### config.mk
export PLATFORM = sky130hd
export DESIGN_NAME = hazard_ctrl
export DESIGN_NICKNAME = d
export VERILOG_FILES = /design/src/rtl/hazard_ctrl.sv
export SDC_FILE = /design/constraint.sdc
export NUM_CORES = 1
export LEC_CHECK = 0
export CORE_MARGIN = 4
export CORE_UTILIZATION = 34
export CTS_CLUSTER_SIZE = 40
export DETAILED_ROUTE_END_ITERATION = 16
export PLACE_DENSITY_LB_ADDON = 0.1
export SYNTH_ARGS = -nofsm -noshare
export SYNTH_HDL_FRONTEND = slang
export SYNTH_SLANG_ARGS = --single-unit
### constraint.sdc
create_clock -name clk -period 2.9 [get_ports clk]
set_input_delay 0.29 -clock clk [delete_from_list [all_inputs] [get_ports clk]]
set_output_delay 0.29 -clock clk [all_outputs]
set_load 0.01 [all_outputs]
### src/rtl/hazard_ctrl.sv
// Pipeline hazard controller: load-use / taken-branch detection, E-stage forwarding, mul/div stall sequencing.
// Latency: all outputs combinational from inputs and FSM state; the mul/div FSM advances one step per clk.
// Backpressure: a mul/div op holds F/D/E for MD_LATENCY-1 cycles and bubbles M; load-use holds F/D for 1 cycle.
module hazard_ctrl #(
  parameter int MD_LATENCY = 3,
  parameter int RegAddrW   = 5
) (
  input  logic                clk,
  input  logic                reset,
  input  logic [RegAddrW-1:0] Rs1D,
  input  logic [RegAddrW-1:0] Rs2D,
  input  logic [RegAddrW-1:0] Rs1E,
  input  logic [RegAddrW-1:0] Rs2E,
  input  logic [RegAddrW-1:0] RdE,
  input  logic [RegAddrW-1:0] RdM,
  input  logic [RegAddrW-1:0] RdW,
  input  logic                ResultSrcE0,
  input  logic                RegWriteM,
  input  logic                RegWriteW,
  input  logic                PCSrcE,
  input  logic                MdStartE,
  output logic                StallF,
  output logic                StallD,
  output logic                StallE,
  output logic                FlushD,
  output logic                FlushE,
  output logic                FlushM,
  output logic                MdDoneE,
  output logic [1:0]          ForwardAE,
  output logic [1:0]          ForwardBE
);

  localparam int CntW = $clog2(MD_LATENCY);
  localparam logic [CntW-1:0] CntInit = CntW'(MD_LATENCY - 2);
  localparam logic [CntW-1:0] CntOne  = CntW'(1);

  typedef enum logic [1:0] {
    IDLE = 2'd0,
    BUSY = 2'd1,
    DONE = 2'd2
  } md_state_e;

  md_state_e       state_q, state_d;
  logic [CntW-1:0] cnt_q, cnt_d;
  logic            md_stall;
  logic            md_done;
  logic            lw_stall;
  logic            d_uses_rde;

  // Mul/div state register; reset forces IDLE regardless of where the op was.
  always_ff @(posedge clk or posedge reset) begin
    if (reset) begin
      state_q <= IDLE;
      cnt_q   <= '0;
    end else begin
      state_q <= state_d;
      cnt_q   <= cnt_d;
    end
  end

  // Mul/div sequencing: stall starts the same cycle the op appears in E, DONE is the result cycle.
  always_comb begin
    state_d  = state_q;
    cnt_d    = cnt_q;
    md_stall = 1'b0;
    md_done  = 1'b0;
    case (state_q)
      IDLE: begin
        if (MdStartE) begin
          md_stall = 1'b1;
          cnt_d    = CntInit;
          state_d  = (MD_LATENCY == 2) ? DONE : BUSY;
        end
      end
      BUSY: begin
        md_stall = 1'b1;
        cnt_d    = cnt_q - CntOne;
        if (cnt_q == CntOne) begin
          state_d = DONE;
        end
      end
      DONE: begin
        // MdStartE is still high for the finishing op; do not retrigger on it.
        md_done = 1'b1;
        state_d = IDLE;
      end
      default: begin
        state_d = IDLE;
      end
    endcase
  end

  // Stall/flush decode; everything drops combinationally while reset is high.
  always_comb begin
    d_uses_rde = (Rs1D == RdE) || (Rs2D == RdE);
    // A taken branch squashes D anyway, and a mul/div in E means no load sits there.
    lw_stall   = ResultSrcE0 && (RdE != '0) && d_uses_rde && !PCSrcE && !md_stall;
    StallF     = !reset && (lw_stall || md_stall);
    StallD     = !reset && (lw_stall || md_stall);
    StallE     = !reset && md_stall;
    FlushD     = !reset && PCSrcE && !md_stall;
    FlushE     = !reset && (lw_stall || PCSrcE) && !md_stall;
    FlushM     = !reset && md_stall;
    MdDoneE    = !reset && md_done;
  end

  // Forwarding select: the younger M result wins over W; x0 is never forwarded.
  always_comb begin
    ForwardAE = 2'b00;
    ForwardBE = 2'b00;
    if (RegWriteM && (RdM != '0) && (RdM == Rs1E)) begin
      ForwardAE = 2'b10;
    end else if (RegWriteW && (RdW != '0) && (RdW == Rs1E)) begin
      ForwardAE = 2'b01;
    end
    if (RegWriteM && (RdM != '0) && (RdM == Rs2E)) begin
      ForwardBE = 2'b10;
    end else if (RegWriteW && (RdW != '0) && (RdW == Rs2E)) begin
      ForwardBE = 2'b01;
    end
  end

endmodule

==> After elaboration in Yosys (flattened, before gate mapping) <==
Index checks and enable logic that the tools add are counted.
{ "word_totals": {"ff_bits": 4, "latchBits": 0, "ramBits": 0, "romBits": 0, "in_bits": 42, "output_inout_bits": 11, "word_cells": 55, "mem_count": 0} }
{ "classes": {"add_sub_neg": 1, "n_mul": 0, "n_div": 0, "n_lt_le_gt_ge": 0, "eq_ne": 11, "shifts": 0, "muxes": 11, "bitwise_logic": 0, "reduce_logical": 30} }
{ "op_table": {"columns": ["op", "count"], "rows": [
  ["5-bit equality test", 6],
  ["1-bit logical AND", 17],
  ["5-bit nonzero test", 3],
  ["2-bit 2-to-1 mux", 4],
  ["2-bit one-hot mux with 2 select lines", 2],
  ["2-bit by 1-bit equality test with 1-bit output, second input constant", 2],
  ["1-bit 2-to-1 mux", 4],
  ["2-bit inequality test, second input constant", 2],
  ["2-bit AND reduction", 2],
  ["1-bit logical NOT", 3],
  ["1-bit logical OR", 3],
  ["2-bit equality test, second input constant", 1],
  ["2-bit logical NOT", 1],
  ["1-bit one-hot mux with 2 select lines", 1],
  ["2-bit nonzero test", 1],
  ["2-bit by 1-bit subtractor with 2-bit output, second input constant", 1]
]} }

==> Logic depth before layout (Yosys ltp) <==
{ "depth": {"depth_word": 8, "mapped_depth": 5, "depth_no_buf": 4} }

==> Worst setup path before layout <==
Ideal clock, no wire load.
{ "synth_path": {"path_kind": "input port to output port", "startpoint": "input port RdM[3]", "endpoint": "output port ForwardBE[0]", "t_arrival_ns": 1.422, "required_time_ns": 2.610, "path_slack_ns": 1.188, "path_stages": 4, "path_cell_list": "or4_1 > o21ai_2 > nor4_2 > nor4_2"} }
{ "synth_via": {"elab_chain_len": 4, "word_cells_on_any_way": 5, "classes_between": "eq/ne (1); mux (1); reduce/logical (3)"} }
{ "synth_rtl": {"columns": ["element", "line", "text"], "rows": [
  ["from (decl)", "15", "input logic [RegAddrW-1:0] RdM,"],
  ["5-bit nonzero test", "116", "if (RegWriteM && (RdM != '0) && (RdM == Rs2E)) begin"],
  ["1-bit logical AND", "116", null],
  ["1-bit logical AND (*)", "116", null],
  ["2-bit 2-to-1 mux (*)", "116", null],
  ["to (decl)", "30", "output logic [1:0] ForwardBE"]
]} }
Mark *: on every way between the ends. The rest lies on a longest branch, timed or not.

==> Worst setup path in the final report <==
Same ends and word-level chain as after synthesis.

==> impl_metrics.ini <==
[status]
status = finished clean

[drt]
dr.pass1.iters = 2
drc = 0
drtAntennaViolNets = 0
wl_um = 1982
drt_iter0_drc = 5
wire_per_inst_um = 13.21
via_per_inst = 4.707
vias = 706

[place]
hpwl_um = 1750
post_dp_cell_area_um2 = 1161
pre_cts_slack_ps = 226.6
io_buffers = 52
gp_congestion = 0.7873

[clock_tree]
htreeDepth = 1
cts.sinks = 4
cts_tree = built
cts-root-buf = clkbuf_4
cts_resized = 0
cts_hold_buf = 0
post-cts-setup-buffer-count = 0
numCtsBuffers = 3
clock_path_buffers = 2
clk_pin_slew_ps = 40
clk_latency_ps = 230

[synth]
synth_mux_area_share_pct = 1.623
synthSimpleGateAreaFrac_pct = 21.70
syn_avg_cell_area_um2 = 8.688
synth_xor_area_share_pct = 42.60
synth_cell_types = 26
ys_ff_latch = 4
synth_top_family_by_area = XOR/XNOR gates
synth_area_um2 = 616.8
ys.warnings.count = 0
ys_seq_area_share_pct = 16.23
syn_nets = 114
synth_cells = 71
synth-adder-area-share_pct = 2.028
synth-compound-area-share_pct = 12.17

[floorplan]
start_util_pct = 35.72
core_area_um2 = 1727
rows = 15
dieHeight_um = 50.60
die_w_um = 50.60
io_pins = 53
fp.dieArea_um2 = 2560

[sta]
final_max_slew_viol_count = 0
setup_ws_ps = 242.8
worst_hold_slack_ps = 366.4
max-slew-margin-rel_pct = 69.44
tns_ps = 0
hold_viol = 0
finalSetupViolations = 0
rsz0062_at_grt = false
worst_slew_pin_slew_ps = 454.2
period_needed_ps = 2657
finalCritPeriodShare_pct = 91.63
fin_skew_ps = 3.878
fmax_mhz = 376.3

[grt]
grt_pass1_vias = 775
track_usage_pct = 16.30
grt_overflow = 0
grt_pass1_wl_um = 3263
antenna_found_initial = 0
grt_start_max_net_pins = 8

[cells_and_area]
finalInstanceArea_um2 = 1184
multi_input_area_um2 = 494.2
area_growth_pct = 91.89
diodes = 0
final_nets = 170
fillerInstances = 152
drive_above_1_share_pct = 5.600
seqCellArea_um2 = 100.1

[power]
power.leakage_nw = 0.4458
power_mw = 0.4237
switching_power_mw = 0.1405
p_int_mw = 0.2832
seq_power_share_pct = 23.5
combPwrFrac_pct = 60.9
switching_share_pct = 33.17
p_per_area_nw_per_um2 = 358.0
clockPowerShare_pct = 15.6
irDropWorstVdd_uv = 314.9

[setup_path]
startpoint_type = primary input
r2r-end = cnt_q[1]
worstPathRequired_ps = 2610
worstPathArrival_ps = 2370
crit_path_start = RdM[3]
worst_setup_path_end_kind = output port
cp_max_fo = 3
r2r-start = state_q[1]
r2r_cells = 3
cp-endpoint = ForwardBE[0]
path_class = in -> out
ff2ff_setup_slack_ps = 1860

[flow_run]
max_cap_violations = 0

[min_path]
hold_class = in -> async
-- power by group through the flow --
stage / clock (mW) / sequential [mW] / combinational, mW
after floorplan: 0 / 0.0953 / 0.130
after global routing: 0.0747 / 0.101 / 0.285
final: 0.0659 / 0.0995 / 0.258
after global placement: 0 / 0.0981 / 0.255
after CTS: 0.0697 / 0.0995 / 0.262
after detailed placement: 0 / 0.100 / 0.259
-- cells in the mapped netlist --
library cell	count	area share, %
a21oi_1	1	0.81
a22o_1	1	1.4
nand3_1	3	2.4
mux2i_1	1	1.6
nor4_2	2	4.1
and2_1	1	1.0
buf_4	2	2.4
dfrtp_1	4	16
o21ai_1	1	0.81
nor2_1	3	1.8
inv_1	2	1.2
or4_1	4	4.9
xnor2_1	8	11
nor2b_1	1	1.0
nor3_1	4	3.2
o21ai_2	1	1.4
o21bai_1	2	2.4
o211ai_1	1	1.2
nor3b_1	1	1.2
and3_1	1	1.0
a22oi_1	1	1.2
ha_1	1	2.0
o32ai_1	1	1.4
xor2_1	22	31
o2111ai_1	1	1.4
nor4_1	1	1.0
-- metrics by stage --
step	utilization [%]	cells
2_1_floorplan	-	71
3_3_place_gp	67.25	147
3_5_place_dp	67.25	147
4_1_cts	68.55	150
5_1_grt	68.55	150
6_report	68.55	150
-- cell usage in the layout, fill, tap and decap left out, types with 2 or more instances in the layout --
master / n
o21bai_1: 2
nand3_1: 3
nor2_1: 3
xor2_1: 22
inv_1: 2
xnor2_1: 8
dfrtp_1: 4
nor3_1: 4
or4_1: 4
clkbuf_4: 3
nor4_2: 2
clkdlybuf4s50_1: 52
-- worst max-delay path, cell delays in order --
cell and delay, ps:
clkdlybuf4s50_1 470, or4_1 550, o21ai_2 160, nor4_2 80
nor4_2 250, clkdlybuf4s50_1 570
-- flip-flops by register name (all words and copies together), names as in the netlist --
signal   flops
state_q      2
cnt_q        2
-- routing by layer --
metal | vias up | global-route usage [%] | share of wire, %
li1 | 362 | - | -
met1 | 317 | 18.10 | 39
met2 | 27 | 30.87 | 53
met3 | 0 | 3.561 | 8.0
met4 | 0 | 4.036 | 0
met5 | - | 0 | 0
-- how the worst min path moves through the flow --
stage	start	to	slack, ps	cells after the start
after floorplan	reset	cnt_q[0]	80	1
after CTS	reset	state_q[1]	360	2
final	reset	state_q[1]	370	2
after detailed placement	cnt_q[0]	cnt_q[0]	480	1
after global placement	cnt_q[0]	cnt_q[0]	470	1
after global routing	reset	state_q[0]	380	2
-- cell type report --
class	count	share of cell area, %
Timing Repair Buffer	53	44.61
Multi-Input combinational cell	63	41.75
Sequential cell	4	8.457
Tap cell	25	2.643
Clock buffer	3	1.903
Inverter	2	0.6342
-- cells by family (layout without fill, tap and decap cells) --
group                    count (synthesis)  count (layout)
XOR/XNOR                                30              30
AND/OR/NAND/NOR                         21              21
AO/OA/AOI/OAI                           10              10
flip-flops                               4               4
buffers and inverters                    4              58
adder cells (fa/ha/maj)                  1               1
multiplexers                             1               1
Note: power is estimated with default switching activity, not from simulation.
